[src/rtl/lcd_bus_arbiter_if.sv]
// lcd_bus_arbiter_if
// Requester handshake plus the shared Text LCD pins driven by lcd_bus_arbiter.
// master: requester side (drives REQ_*), slave: the arbiter itself.
interface lcd_bus_arbiter_if;
   logic [2:0]  REQ_VALID;
   logic [2:0]  REQ_RS;
   logic [23:0] REQ_DATA;
   logic [2:0]  REQ_LOCK;
   logic [2:0]  REQ_READY;
   logic [2:0]  GRANT;
   logic        BUSY;
   logic        TLCD_E;
   logic        TLCD_RS;
   logic        TLCD_RW;
   logic [7:0]  TLCD_DATA;

   modport master (
      output REQ_VALID, REQ_RS, REQ_DATA, REQ_LOCK,
      input  REQ_READY, GRANT, BUSY, TLCD_E, TLCD_RS, TLCD_RW, TLCD_DATA
   );

   modport slave (
      input  REQ_VALID, REQ_RS, REQ_DATA, REQ_LOCK,
      output REQ_READY, GRANT, BUSY, TLCD_E, TLCD_RS, TLCD_RW, TLCD_DATA
   );
endinterface

[src/rtl/lcd_bus_arbiter.sv]
// lcd_bus_arbiter
// Shares the Text LCD write bus among three byte requesters (0 font loader,
// 1 text controller, 2 aux status). Each accepted byte runs one timed write:
// SETUP -> PULSE (E high) -> HOLD -> WAIT, with a long wait after clear/home.
// Arbitration is fixed priority (0 highest) unless LCD_ARB_ROUND_ROBIN_EN is
// defined, which selects round-robin starting after the last accepted index.
// An owner holding REQ_LOCK keeps the grant across bytes and burst gaps.
module lcd_bus_arbiter #(
   parameter int E_SETUP_CYC   = 2,
   parameter int E_HIGH_CYC    = 25,
   parameter int E_HOLD_CYC    = 2,
   parameter int CMD_WAIT_CYC  = 2000,
   parameter int LONG_WAIT_CYC = 80000
) (
   input logic              CLK,
   input logic              RST,
   lcd_bus_arbiter_if.slave bus
);

   localparam int CNT_W = $clog2(LONG_WAIT_CYC + 1);

   localparam logic [CNT_W-1:0] CNT_ONE  = CNT_W'(1);
   localparam logic [CNT_W-1:0] SETUP_LD = CNT_W'(E_SETUP_CYC - 1);
   localparam logic [CNT_W-1:0] HIGH_LD  = CNT_W'(E_HIGH_CYC - 1);
   localparam logic [CNT_W-1:0] HOLD_LD  = CNT_W'(E_HOLD_CYC - 1);
   localparam logic [CNT_W-1:0] CMD_LD   = CNT_W'(CMD_WAIT_CYC - 1);
   localparam logic [CNT_W-1:0] LONG_LD  = CNT_W'(LONG_WAIT_CYC - 1);

   typedef enum logic [2:0] {
      ST_IDLE  = 3'd0,
      ST_SETUP = 3'd1,
      ST_PULSE = 3'd2,
      ST_HOLD  = 3'd3,
      ST_WAIT  = 3'd4
   } state_t;

   state_t           state_r;
   state_t           state_s;
   logic [CNT_W-1:0] cnt_r;
   logic [CNT_W-1:0] cnt_s;
   logic [2:0]       grant_r;
   logic [2:0]       grant_s;
   logic [2:0]       winner_s;
   logic [2:0]       ready_s;
   logic             accept_s;
   logic             arb_slot_s;
   logic             owner_locked_s;
   logic             rs_r;
   logic             rs_s;
   logic [7:0]       data_r;
   logic [7:0]       data_s;
   logic             e_r;
   logic             e_s;
   logic             busy_r;
   logic             busy_s;

   // Clear display / return home need the long busy wait.
   function automatic logic is_long_cmd(input logic rs, input logic [7:0] data);
      return (rs == 1'b0) && ((data == 8'h01) || (data == 8'h02) || (data == 8'h03));
   endfunction

   // Lowest set index wins.
   function automatic logic [2:0] pick_fixed(input logic [2:0] valid);
      logic [2:0] pick;
      if (valid[0])      pick = 3'b001;
      else if (valid[1]) pick = 3'b010;
      else if (valid[2]) pick = 3'b100;
      else               pick = 3'b000;
      return pick;
   endfunction

`ifdef LCD_ARB_ROUND_ROBIN_EN
   logic [1:0] rr_ptr_r;
   logic [1:0] acc_idx_s;

   function automatic logic [1:0] onehot_idx(input logic [2:0] oh);
      logic [1:0] idx;
      case (oh)
         3'b010:  idx = 2'd1;
         3'b100:  idx = 2'd2;
         default: idx = 2'd0;
      endcase
      return idx;
   endfunction

   // Rotate so the search starts at 'start', pick lowest, rotate back.
   function automatic logic [2:0] pick_rr(input logic [2:0] valid, input logic [1:0] start);
      logic [2:0] rot;
      logic [2:0] pick;
      logic [2:0] res;
      case (start)
         2'd1:    rot = {valid[0], valid[2], valid[1]};
         2'd2:    rot = {valid[1], valid[0], valid[2]};
         default: rot = valid;
      endcase
      pick = pick_fixed(rot);
      case (start)
         2'd1:    res = {pick[1], pick[0], pick[2]};
         2'd2:    res = {pick[0], pick[2], pick[1]};
         default: res = pick;
      endcase
      return res;
   endfunction

   assign acc_idx_s = onehot_idx(ready_s);
   assign winner_s  = pick_rr(bus.REQ_VALID, rr_ptr_r);

   // Round-robin pointer: first index searched next, moves past each accept.
   always_ff @(posedge CLK or posedge RST) begin
      if (RST) begin
         rr_ptr_r <= 2'd0;
      end else if (accept_s) begin
         rr_ptr_r <= (acc_idx_s == 2'd2) ? 2'd0 : (acc_idx_s + 2'd1);
      end else begin
         rr_ptr_r <= rr_ptr_r;
      end
   end
`else
   assign winner_s = pick_fixed(bus.REQ_VALID);
`endif

   // State register: FSM state and the shared down-counter.
   always_ff @(posedge CLK or posedge RST) begin
      if (RST) begin
         state_r <= ST_IDLE;
         cnt_r   <= '0;
      end else begin
         state_r <= state_s;
         cnt_r   <= cnt_s;
      end
   end

   // Next-state logic: each timed phase reloads the counter for the next one.
   always_comb begin
      state_s = state_r;
      cnt_s   = cnt_r;
      case (state_r)
         ST_IDLE: begin
            if (accept_s) begin
               state_s = ST_SETUP;
               cnt_s   = SETUP_LD;
            end else begin
               state_s = ST_IDLE;
               cnt_s   = cnt_r;
            end
         end
         ST_SETUP: begin
            if (cnt_r == '0) begin
               state_s = ST_PULSE;
               cnt_s   = HIGH_LD;
            end else begin
               cnt_s   = cnt_r - CNT_ONE;
            end
         end
         ST_PULSE: begin
            if (cnt_r == '0) begin
               state_s = ST_HOLD;
               cnt_s   = HOLD_LD;
            end else begin
               cnt_s   = cnt_r - CNT_ONE;
            end
         end
         ST_HOLD: begin
            if (cnt_r == '0) begin
               state_s = ST_WAIT;
               cnt_s   = is_long_cmd(rs_r, data_r) ? LONG_LD : CMD_LD;
            end else begin
               cnt_s   = cnt_r - CNT_ONE;
            end
         end
         ST_WAIT: begin
            if (cnt_r == '0) begin
               state_s = ST_IDLE;
               cnt_s   = '0;
            end else begin
               cnt_s   = cnt_r - CNT_ONE;
            end
         end
         default: begin
            state_s = ST_IDLE;
            cnt_s   = '0;
         end
      endcase
   end

   // Output logic: accept handshake, grant arbitration, next bus pin values.
   always_comb begin
      ready_s        = 3'b000;
      accept_s       = 1'b0;
      grant_s        = grant_r;
      rs_s           = rs_r;
      data_s         = data_r;
      owner_locked_s = |(grant_r & bus.REQ_LOCK);

      if (state_r == ST_IDLE) begin
         ready_s = grant_r & bus.REQ_VALID;
      end else begin
         ready_s = 3'b000;
      end
      accept_s = |ready_s;

      if (accept_s) begin
         rs_s = |(ready_s & bus.REQ_RS);
      end else begin
         rs_s = rs_r;
      end

      case (ready_s)
         3'b001:  data_s = bus.REQ_DATA[7:0];
         3'b010:  data_s = bus.REQ_DATA[15:8];
         3'b100:  data_s = bus.REQ_DATA[23:16];
         default: data_s = data_r;
      endcase

      // Grant is re-evaluated in idle cycles without an accept, and on the
      // final WAIT cycle so the grant seen in the first idle cycle already
      // reflects the current requests; the running byte keeps its owner.
      arb_slot_s = ((state_r == ST_IDLE) && !accept_s) ||
                   ((state_r == ST_WAIT) && (cnt_r == '0));

      if (arb_slot_s) begin
         if (owner_locked_s) begin
            grant_s = grant_r;
         end else begin
            grant_s = winner_s;
         end
      end else begin
         grant_s = grant_r;
      end

      e_s    = (state_s == ST_PULSE);
      busy_s = (state_s != ST_IDLE);
   end

   // Registered bus pins and status; async reset drops E at once.
   always_ff @(posedge CLK or posedge RST) begin
      if (RST) begin
         grant_r <= 3'b000;
         rs_r    <= 1'b0;
         data_r  <= 8'h00;
         e_r     <= 1'b0;
         busy_r  <= 1'b0;
      end else begin
         grant_r <= grant_s;
         rs_r    <= rs_s;
         data_r  <= data_s;
         e_r     <= e_s;
         busy_r  <= busy_s;
      end
   end

   // REQ_READY is a same-cycle decode of the registered grant so the
   // requester sees its accept in the first idle cycle.
   assign bus.REQ_READY = ready_s;
   assign bus.GRANT     = grant_r;
   assign bus.BUSY      = busy_r;
   assign bus.TLCD_E    = e_r;
   assign bus.TLCD_RS   = rs_r;
   assign bus.TLCD_RW   = 1'b0;
   assign bus.TLCD_DATA = data_r;

endmodule

[src/flat_wrapper.sv]
// flat-port wrapper written by rule: the top's interface ports become plain ports
module lcd_bus_arbiter_flat 
#(
   parameter int E_SETUP_CYC   = 2,
   parameter int E_HIGH_CYC    = 25,
   parameter int E_HOLD_CYC    = 2,
   parameter int CMD_WAIT_CYC  = 2000,
   parameter int LONG_WAIT_CYC = 80000
)
  (CLK, RST, bus_REQ_VALID, bus_REQ_RS, bus_REQ_DATA, bus_REQ_LOCK, bus_REQ_READY, bus_GRANT, bus_BUSY, bus_TLCD_E, bus_TLCD_RS, bus_TLCD_RW, bus_TLCD_DATA);
  lcd_bus_arbiter_if bus_i ();
  input logic CLK;
  input logic RST;
  input wire logic [$bits(bus_i.REQ_VALID)-1:0] bus_REQ_VALID;
  input wire logic [$bits(bus_i.REQ_RS)-1:0] bus_REQ_RS;
  input wire logic [$bits(bus_i.REQ_DATA)-1:0] bus_REQ_DATA;
  input wire logic [$bits(bus_i.REQ_LOCK)-1:0] bus_REQ_LOCK;
  output wire logic [$bits(bus_i.REQ_READY)-1:0] bus_REQ_READY;
  output wire logic [$bits(bus_i.GRANT)-1:0] bus_GRANT;
  output wire logic [$bits(bus_i.BUSY)-1:0] bus_BUSY;
  output wire logic [$bits(bus_i.TLCD_E)-1:0] bus_TLCD_E;
  output wire logic [$bits(bus_i.TLCD_RS)-1:0] bus_TLCD_RS;
  output wire logic [$bits(bus_i.TLCD_RW)-1:0] bus_TLCD_RW;
  output wire logic [$bits(bus_i.TLCD_DATA)-1:0] bus_TLCD_DATA;
  assign bus_i.REQ_VALID = bus_REQ_VALID;
  assign bus_i.REQ_RS = bus_REQ_RS;
  assign bus_i.REQ_DATA = bus_REQ_DATA;
  assign bus_i.REQ_LOCK = bus_REQ_LOCK;
  assign bus_REQ_READY = bus_i.REQ_READY;
  assign bus_GRANT = bus_i.GRANT;
  assign bus_BUSY = bus_i.BUSY;
  assign bus_TLCD_E = bus_i.TLCD_E;
  assign bus_TLCD_RS = bus_i.TLCD_RS;
  assign bus_TLCD_RW = bus_i.TLCD_RW;
  assign bus_TLCD_DATA = bus_i.TLCD_DATA;
  lcd_bus_arbiter #(.E_SETUP_CYC(E_SETUP_CYC), .E_HIGH_CYC(E_HIGH_CYC), .E_HOLD_CYC(E_HOLD_CYC), .CMD_WAIT_CYC(CMD_WAIT_CYC), .LONG_WAIT_CYC(LONG_WAIT_CYC)) u_core (.CLK(CLK), .RST(RST), .bus(bus_i));
endmodule
[config.mk]
export PLATFORM = sky130hd
export DESIGN_NAME = lcd_bus_arbiter_flat
export DESIGN_NICKNAME = d
export VERILOG_FILES = /design/src/rtl/lcd_bus_arbiter_if.sv /design/src/rtl/lcd_bus_arbiter.sv /design/src/flat_wrapper.sv
export SDC_FILE = /design/constraint.sdc
export NUM_CORES = 1
export LEC_CHECK = 0
export ABC_AREA = 1
export BUFFER_PORTS_ARGS = -buffer_cell sky130_fd_sc_hd__buf_4
export CORE_AREA = 2 2 106 67
export CTS_BUF_LIST = sky130_fd_sc_hd__clkbuf_2
export CTS_CLUSTER_DIAMETER = 80
export DETAILED_ROUTE_END_ITERATION = 10
export DIE_AREA = 0 0 108 69
export PLACE_DENSITY = 0.61
export SYNTH_ARGS = -nofsm -noshare
export SYNTH_HDL_FRONTEND = slang
export SYNTH_SLANG_ARGS = --single-unit
[constraint.sdc]
create_clock -name CLK -period 2.1 [get_ports CLK]
set_input_delay 0.105 -clock CLK [delete_from_list [all_inputs] [get_ports CLK]]
set_output_delay 0.105 -clock CLK [all_outputs]
set_load 0.02 [all_outputs]
==> results of run 1 <==
## how the worst min path moves through the flow
stage                               to  slack (ns)  cells past startpoint            start
6_report       u_core.bus.TLCD_DATA[5]        0.03                      5  bus_REQ_DATA[5]
5_1_grt        u_core.bus.TLCD_DATA[7]        0.02                      5  bus_REQ_DATA[7]
4_1_cts        u_core.bus.TLCD_DATA[7]        0.04                      5  bus_REQ_DATA[7]
3_5_place_dp   u_core.bus.TLCD_DATA[0]        0.25                      3              RST
3_3_place_gp   u_core.bus.TLCD_DATA[0]        0.24                      3              RST
2_1_floorplan       u_core.bus.TLCD_RS        0.24                      2    bus_REQ_RS[2]
## metrics by stage
stage | std cells | hold slack, ns | power [mW] | area (um^2)
floorplan | 310 | 0.241 | 2.14 | 2210
global placement | 448 | 0.242 | 2.62 | 2690
detailed placement | 448 | 0.251 | 2.63 | 2690
CTS | 459 | 0.0408 | 2.95 | 2770
global route | 462 | 0.0226 | 3.27 | 2810
finish | 462 | 0.0288 | 3.00 | 2810
## metal layers
| layer | track usage (%) | up-vias |
|---|---|---|
| met2 | 20.3 | 62 |
| met1 | 27.6 | 994 |
| met4 | 3.85 | 0 |
| met5 | 0 | - |
| li1 | - | 1141 |
| met3 | 3.50 | 7 |
## report_power, final
group	leakage (nW)	internal (mW)	switching (mW)
registers	0.421	0.926	0.287
logic	0.999	0.617	0.863
clock network	0.0291	0.0867	0.223
total	1.45	1.63	1.37
## cells by family after synthesis
family          count (synthesis)
compound gates                 24
other cells                     1
flops                          34
fa+ha+maj                       1
buf+inv                        38
xor+xnor                        8
simple gates                  204
## cell usage in the layout, fill, tap and decap left out, drive strengths merged, types with 2 or more instances in the layout
| cell type | n |
|---|---|
| nor3 | 3 |
| dfrtp | 34 |
| clkbuf | 7 |
| dlygate4sd3 | 4 |
| inv | 34 |
| nor2 | 49 |
| buf | 58 |
| nand3 | 49 |
| o21ai | 13 |
| xnor2 | 4 |
| nand2 | 91 |
| o211ai | 7 |
| or2 | 2 |
| nand4 | 9 |
| xor2 | 4 |
## sequential cells by signal (all words and copies together) (netlist names)
| name | flops |
|---|---|
| u_core.state_r | 3 |
| u_core.cnt_r | 17 |
| u_core.bus.TLCD_E | 1 |
| u_core.bus.BUSY | 1 |
| u_core.bus.TLCD_DATA | 8 |
| u_core.bus.TLCD_RS | 1 |
| u_core.bus.GRANT | 3 |
## cell type report
type,instances,area [um^2],share of cell area [%]
inverter,34,128,4.54
clock buffer,7,35.0,1.24
sequential,34,852,30.3
multi-input combinational,238,1210,43.2
timing repair buffer,62,475,16.9
tap,87,109,3.87
## critical path, cell delays in order, from the launching register on
cell and delay, ns:
dfrtp_2 0.50, nor2_4 0.18, nand2_4 0.13, nor2_4 0.16, inv_2 0.12, nand3_1 0.11, nand4_1 0.07, dlygate4sd3_1 0.55
## timing repair
action                                 4_1_cts  5_1_grt
hold buffers                                 4        0
setup endpoints to repair                    0       21
gates resized for setup                      0        6
buffers inserted                             0        3
endpoints found under the hold margin       38        0
==> metrics.txt, run 1 <==
# nets final=411; root buf cell=clkbuf_2; largest family of logic cells by synthesized area=simple AND/OR/NAND/NOR gates; Die ar.=~7500 um^2; most frequent cell after synthesis=nand2_1; Worst Path Class, Setup=flip-flop to flip-flop; metal3 WL=317 um; post-synthesis sequential element count=34; FILL cells=661; vias in the first global route=around 2k; Worst Setup EP=u_core.bus.TLCD_RS; DRT Pass-1 Iters=5; Final Hold Viols=0; CP Data Required Time=2.39 ns; Antenna Nets Post-Route=0; Clock transition at path regs=around 0.19 ns; Synth top area share=around two fifths; largest net degree at the start of global routing=35; Setup Viol. Count Final=0; RePlAce Congestion=approximately 0.9; clk_lat worst skew=0.39 ns; share of layout cells above drive strength 1=24.3%; dominant cells by area after synthesis=dfrtp_1 (39%), nand2_1 (15%), nand3_1 (10%); Mapped Nets=346; ys async rst share=100%; post-DP HPWL=4.58 mm; post-layout worst setup margin=slightly below 0.2 ns; number of DRC markers in iteration 0=158; via/cell ratio=around 4.8; Max Fanout on Critical Path=9; peak supply drop=0.590 mV; final design utilization=43.5%; DR top layer=met4; Peak Freq=525 MHz; diode count=0; Syn Area/Cell=7.12 um^2; sequential share of the synthesized area=slightly below 40%; minimum clock period=1.91 ns; WL final=approximately 5.8 mm; I/O Buffers=51; Placement Setup Slack=0.0856 ns; setup TNS=0 ns; Tcrit/Tclk final=approximately 90%; leading area contributor after synthesis=dfrtp_1; synth cell count leaders=nand2_1 (89), nand3_1 (45), nor2_1 (41); Max Slew Vio Count=0; crit start category=flip-flop; routed wl met2=about 2.1 mm; Post-Synth Simple-Gate Area=43.3%; synthesized area=2210 um^2; DRT met1 WL=3.35 mm; worst hold path type=input port to flip-flop; die extent in x=about 110 um; status=finished, final reports clean; GRT Total Usage=16.4%; Static Leak=1.45 nW; flop2flop setup slack=0.19 ns; vias=2204; total CTS buffers=5; mux cell area share after synthesis=0%; Adder-Cell Fraction of Synth Area=0.567%; Worst Setup SP=u_core.state_r[1]; first-pass GRT wire length=around 9.7 mm; worst path arrival time=2.20 ns; # DRC=0; Layout area overhead=27.6%; Chip Height=roughly 70 um; clock sink count=34; max cap viols=0; Pwr Density=between 1000 and 1500 nW/um^2; H-tree Lvls=2; Critical Path End Type=flip-flop; Register-to-Register Path Depth=7; Cell Rows=23; Synthesis Warnings=0; core area=roughly 6500 um^2; Distinct cells, synth=32; Initial Utilization=34.1%; CTS tree=done; Wirelength per Cell=12.6 um; I/O pins=53; FF-to-FF End=u_core.bus.TLCD_RS; r2r startpoint=u_core.state_r[1]; post-synthesis compound-gate area fraction=approximately 6.8%; Mapped Cells=310; Clock Path Buffers=2; RSZ-0062 raised after global routing=false; post-synthesis xor/xnor area fraction=3.18%; initial antenna violation count=0; top_reg_cell synth=dfrtp_1; EDFF count, synth=0; total grt overflow=0; skew final=roughly 0.023 ns
Note: power is estimated with default switching activity, not from simulation.
==> inputs of run 2 (changes only) <==
Settings changed: CORE_AREA 2 2 106 67 to 2 2 83 85, DIE_AREA 0 0 108 69 to 0 0 85 87.
==> run 2 against run 1 <==
Compared with the run above:
- clock skew increased by 0.0062 ns
- highest routed layer unchanged
- maximum frequency shrank 2.9%
- total power grew 0.85%
- non-clock buffer count fell by 3
- sequential power about the same
- via count is 0.82% lower
- core utilization fell by 0.98 points
- critical endpoint is now u_core.cnt_r[6]
- final cell count fell by 2.2%
- combinational power decreased by 5%
==> metrics.txt, run 2 (synthesized netlist as in run 1, its figures left out) <==
Layout area overhead=26.5%; Max Fanout on Critical Path=9 (unchanged); Die ar.=7400 um^2 (-0.76%); Worst Setup SP=u_core.cnt_r[0]; Register-to-Register Path Depth=9 (+2); status=finished, final reports clean; total number of cells along the worst setup path=9 (+2); leading cell types in the layout, fill and taps excluded=nand2_1 (89), buf_4 (55), nand3_1 (45); Worst Setup EP=u_core.cnt_r[6]; I/O Buffers=51 (unchanged); post-CTS setup buffer count=0 (unchanged); # nets final=408 (-0.73%); Antenna Nets Post-Route=0 (unchanged); met1 Usage GRT=20.6% (-7.0 points); Final Hold Viols=0 (unchanged); commonest non-fill, non-tap cell in the layout=nand2_1; final design utilization=42.5% (-0.98 points); Peak Freq=509 MHz (-2.9%); FF-to-FF End=u_core.cnt_r[6]; CP peak stage delay=0.46 ns (-0.09 ns); Crit path max-delay family=simple AND/OR/NAND/NOR gates; total CTS buffers=5 (unchanged); total grt overflow=0 (unchanged); flop2flop setup slack=0.14 ns (-0.06 ns); met3 usage in global routing=4.08% (+0.58 points); root buf cell=clkbuf_2; RePlAce Congestion=0.849 (-3.6%); Worst Path Class, Setup=flip-flop to flip-flop; skew final=0.0291 ns (+0.00623 ns); Critical Path End Type=flip-flop; first-pass GRT wire length=9.33 mm (-3.5%); Wirelength per Cell=12.2 um (-3.4%); clock sink count=34 (unchanged); vias=2186 (-0.82%); clk_lat worst skew=0.38 ns (about the same); largest net degree at the start of global routing=35 (unchanged); via/cell ratio=4.84 (+1.4%); worst path arrival time=2.21 ns (about the same); Initial Utilization=33.6% (-0.49 points); met2 Track Usage GR=25.6% (+5.3 points); Clock Path Buffers=2 (unchanged); gr busiest metal=met2; H-tree Lvls=2 (unchanged); max cap viols=0 (unchanged); GRT Total Usage=15.6% (-0.77 points); # DRC=0 (unchanged); die extent in x=85 um (-21%); Setup Viol. Count Final=0 (unchanged); Static Leak=1.44 nW (-0.29%); Max Slew Vio Count=0 (unchanged); initial antenna violation count=0 (unchanged); CTS tree=done; Cell Rows=30 (+30%); Reg with most FFs=u_core.cnt_r; CP Data Required Time=2.35 ns (-0.04 ns); post-DP HPWL=4.20 mm (-8.3%); Clock transition at path regs=0.18 ns (about the same); vias in the first global route=2056 (+4.0%); crit start category=flip-flop; diode count=0 (unchanged); DRT Pass-1 Iters=4 (-1); core area=6570 um^2 (+1.4%); worst hold path type=input port to flip-flop; I/O pins=53 (unchanged); Chip Height=87 um (+26%); r2r startpoint=u_core.cnt_r[0]; max reg flops=17 (unchanged); worst path bufs/invs=2 (unchanged); Pwr Density=1090 nW/um^2 (+1.7%); WL final=5.52 mm (-5.5%); minimum clock period=1.96 ns (+0.0564 ns); share of layout cells above drive strength 1=22.3% (-2.0 points); Tcrit/Tclk final=93.5% (+2.7 points); number of DRC markers in iteration 0=89 (-44%); slowest CP cell=dfrtp_1; dpl cell area=2680 um^2 (-0.33%); critical-path cell list=inv_1 -> ha_1 -> nand2_1 -> nor2_4 -> nand3_4 -> nand2_2 -> inv_2 -> nor2_1 -> o22ai_1; peak supply drop=0.448 mV (-24%); Final Cell Area=2790 um^2 (-0.84%)
run 2: cell count changes in the layout (fill, tap and decap cells not counted), sizes merged:
cell,before,now
clkinv,0,1
bufinv,0,1
clkbuf,7,5
buf,58,55
run 2: area by class of cell:
type                    instances  area [um^2]
flip-flops and latches         34          851
inverters                      34          128
multi-input cells             238         1200
fillers                       674         3780
clock inverters                 2         33.8
well taps                      80          100
clock buffers                   5         25.0
repair buffers                 59          453
run 2: per-stage QoR:
stage	cells	setup TNS (ns)	setup WS [ns]	hold WS (ns)	power (mW)
after floorplan	310	0	0.406	0.241	2.14
after global placement	441	0	0.206	0.245	2.61
after detailed placement	441	0	0.111	0.245	2.62
after CTS	452	0	0.0652	0.0217	3.05
after global routing	452	-0.00182	-0.00182	0.0219	3.30
final	452	0	0.137	0.0511	3.03
run 2: worst min path at each step:
stage / startpoint / slack (ns) / depth (start not counted) / endpoint
finish: bus_REQ_LOCK[1] / 0.05 / 4 / u_core.bus.GRANT[1]
global route: bus_REQ_DATA[0] / 0.02 / 5 / u_core.bus.TLCD_DATA[0]
CTS: bus_REQ_LOCK[1] / 0.02 / 4 / u_core.bus.GRANT[1]
detailed placement: RST / 0.25 / 3 / u_core.cnt_r[2]
global placement: RST / 0.24 / 3 / u_core.cnt_r[2]
floorplan: bus_REQ_RS[2] / 0.24 / 2 / u_core.bus.TLCD_RS
run 2: worst register-to-register path, cell delays in order, from the launching register on:
cell and delay, ns:
dfrtp_1 0.46, inv_1 0.09, ha_1 0.24, nand2_1 0.16
nor2_4 0.24, nand3_4 0.17, nand2_2 0.15, inv_2 0.09
nor2_1 0.15, o22ai_1 0.09
run 2: timing repair:
action / CTS / global route
setup endpoints to repair: 0 / 12
hold buffers: 4 / 0
gates resized for setup: 0 / 1
hold endpoints to repair: 38 / 0
run 2: routing by layer:
layer / vias up / share of wire, % / routed length [um]
met2: 76 / 47 / 2590
met5: - / 0 / 0
met3: 6 / 6.7 / 369
met4: 0 / 1.0 / 55
li1: 1127 / - / -
met1: 977 / 45 / 2500
run 2: where the power goes:
group	internal [mW]	switching, mW
sequential	0.924	0.286
combinational	0.588	0.818
clock	0.192	0.221
==> inputs of run 3 (changes only) <==
Settings changed: CORE_AREA 2 2 83 85 to 2 2 87 81, DIE_AREA 0 0 85 87 to 0 0 89 83.
==> run 3 against run 2 <==
Compared with the run above:
- clock power grew 4%
- critical path type unchanged
- core utilization grew 1.5 points
- count of clock-buffer cells in the layout grew 2
- register-to-register slack is essentially flat
- clock skew is essentially flat
- maximum frequency shrank 0.53%
- non-clock buffer count grew 3
- first-iteration DRC count grew 60%
==> metrics.txt, run 3 (synthesized netlist as in run 1, its figures left out) <==
gr busiest metal=met2; met3 usage in global routing=2.88% (-1.2 points); Post-Layout Cell Count=466 (+3.1%); Critical Path End Type=flip-flop; flop2flop setup slack=0.13 ns (about the same); minimum clock period=1.97 ns (+0.0104 ns); Tcrit/Tclk final=94.0% (+0.49 points); vias=2172 (-0.64%); Final Hold Viols=0 (unchanged); diode count=0 (unchanged); clock sink count=34 (unchanged); # nets final=411 (+0.74%); commonest non-fill, non-tap cell in the layout=nand2_1; Max Slew Vio Count=0 (unchanged); Worst Setup SP=u_core.state_r[1]; vias in the first global route=2062 (+0.29%); post-DP HPWL=4.33 mm (+3.0%); via/cell ratio=4.66 (-3.6%); skew final=0.0292 ns (+0.000106 ns); Setup Viol. Count Final=0 (unchanged); max reg flops=17 (unchanged); setup TNS=0 ns (unchanged); r2r startpoint=u_core.state_r[1]; Layout area overhead=28.6%; number of DRC markers in iteration 0=142 (+60%); Reg with most FFs=u_core.cnt_r; initial antenna violation count=0 (unchanged); worst path arrival time=2.26 ns (+0.05 ns); Peak Freq=507 MHz (-0.53%); Register-to-Register Path Depth=7 (-2); Clock Path Buffers=2 (unchanged); FF-to-FF End=u_core.bus.TLCD_RS; Antenna Nets Post-Route=0 (unchanged); core area=6450 um^2 (-1.9%); largest net degree at the start of global routing=35 (unchanged); H-tree Lvls=2 (unchanged); met1 Usage GRT=22.8% (+2.2 points); first-pass GRT wire length=9.38 mm (+0.60%); Chip Height=83 um (-4.6%); total grt overflow=0 (unchanged); clk_lat worst skew=0.38 ns (about the same); Static Leak=1.47 nW (+1.5%); status=finished, final reports clean; I/O pins=53 (unchanged); CP Data Required Time=2.39 ns (+0.04 ns); placed cells=451 (+2.3%); met2 Track Usage GR=24.4% (-1.2 points); Pwr Density=1080 nW/um^2 (-0.66%); Cell Rows=28 (-6.7%); Worst Setup EP=u_core.bus.TLCD_RS; Wirelength per Cell=12.0 um (-1.6%); Max Fanout on Critical Path=9 (unchanged); die extent in x=89 um (+4.7%); root buf cell=clkbuf_2; Initial Utilization=34.2% (+0.64 points); WL final=5.60 mm (+1.5%); GRT Total Usage=15.9% (+0.33 points); I/O Buffers=51 (unchanged); Clock transition at path regs=0.18 ns (about the same); worst hold path type=input port to flip-flop; max cap viols=0 (unchanged); crit start category=flip-flop; peak supply drop=0.468 mV (+4.4%); leading cell types in the layout, fill and taps excluded=nand2_1 (89), buf_4 (58), nand3_1 (45); Die ar.=7390 um^2 (-0.11%); Worst Path Class, Setup=flip-flop to flip-flop; total CTS buffers=5 (unchanged); DRT Pass-1 Iters=4 (unchanged); CTS tree=done; # DRC=0 (unchanged); RSZ-0062 raised after global routing=false; share of layout cells above drive strength 1=24.2% (+1.9 points); RePlAce Congestion=0.844 (-0.62%)
==> run 3: cell types whose count changed in the layout (fill, tap and decap cells not counted), sizes merged <==
cell    delta
buf        +3
clkbuf     +2
clkinv     -1
==> run 3: worst min-delay path by stage <==
stage,from,end,slack (ns),cells after the start
after floorplan,bus_REQ_RS[2],u_core.bus.TLCD_RS,0.24,2
after global placement,RST,u_core.bus.TLCD_DATA[0],0.24,3
after detailed placement,RST,u_core.bus.TLCD_DATA[1],0.24,3
after CTS,bus_REQ_LOCK[1],u_core.bus.GRANT[1],0.02,4
after global routing,bus_REQ_DATA[5],u_core.bus.TLCD_DATA[5],0.03,5
final,bus_REQ_DATA[3],u_core.bus.TLCD_DATA[3],0.05,5
==> run 3: through the flow <==
stage | hold slack [ns] | setup slack [ns] | area, um^2 | utilization, % | total power, mW
floorplan | 0.241 | 0.406 | 2210 | - | 2.14
global placement | 0.241 | 0.203 | 2700 | 41.8 | 2.59
detailed placement | 0.243 | 0.132 | 2700 | 41.8 | 2.60
CTS | 0.0171 | 0.0611 | 2800 | 43.5 | 3.06
global route | 0.0306 | 0.00473 | 2840 | 44.0 | 3.34
finish | 0.0468 | 0.127 | 2840 | 44.0 | 3.06
==> run 3: layout make-up <==
class                   count  area, um^2
fillers                   675        3610
clock inverters             1        30.0
clock buffers               7        35.0
inverters                  34         128
repair buffers             62         475
flip-flops and latches     34         853
well taps                  90         113
multi-input cells         238        1200
==> run 3: per-layer routing <==
layer	share of wire, %	routed length [um]	vias to the layer above
li1	-	-	1146
met1	50	2770	994
met2	46	2590	28
met3	3.2	178	4
met4	1.0	57	0
met5	0	0	-
==> run 3: timing repair <==
item                                    CTS  global route
buffers inserted                          0             3
endpoints found under the hold margin    38             0
hold buffers                              4             0
resized for setup                         0             4
endpoints found under the setup margin    0            17
==> run 3: worst max-delay path, cell delays in order (launching register included) <==
cell	delay, ns
dfrtp_2	0.50
nor2_4	0.18
nand2_4	0.12
nor2_2	0.21
inv_2	0.14
nand3_1	0.11
nand4_1	0.07
dlygate4sd3_1	0.55
==> run 3: where the power goes <==
group / switching [mW] / internal [mW] / leakage, nW / total [mW]
sequential: 0.278 / 0.926 / 0.421 / 1.20
combinational: 0.830 / 0.595 / 1.00 / 1.42
clock: 0.217 / 0.212 / 0.0432 / 0.430
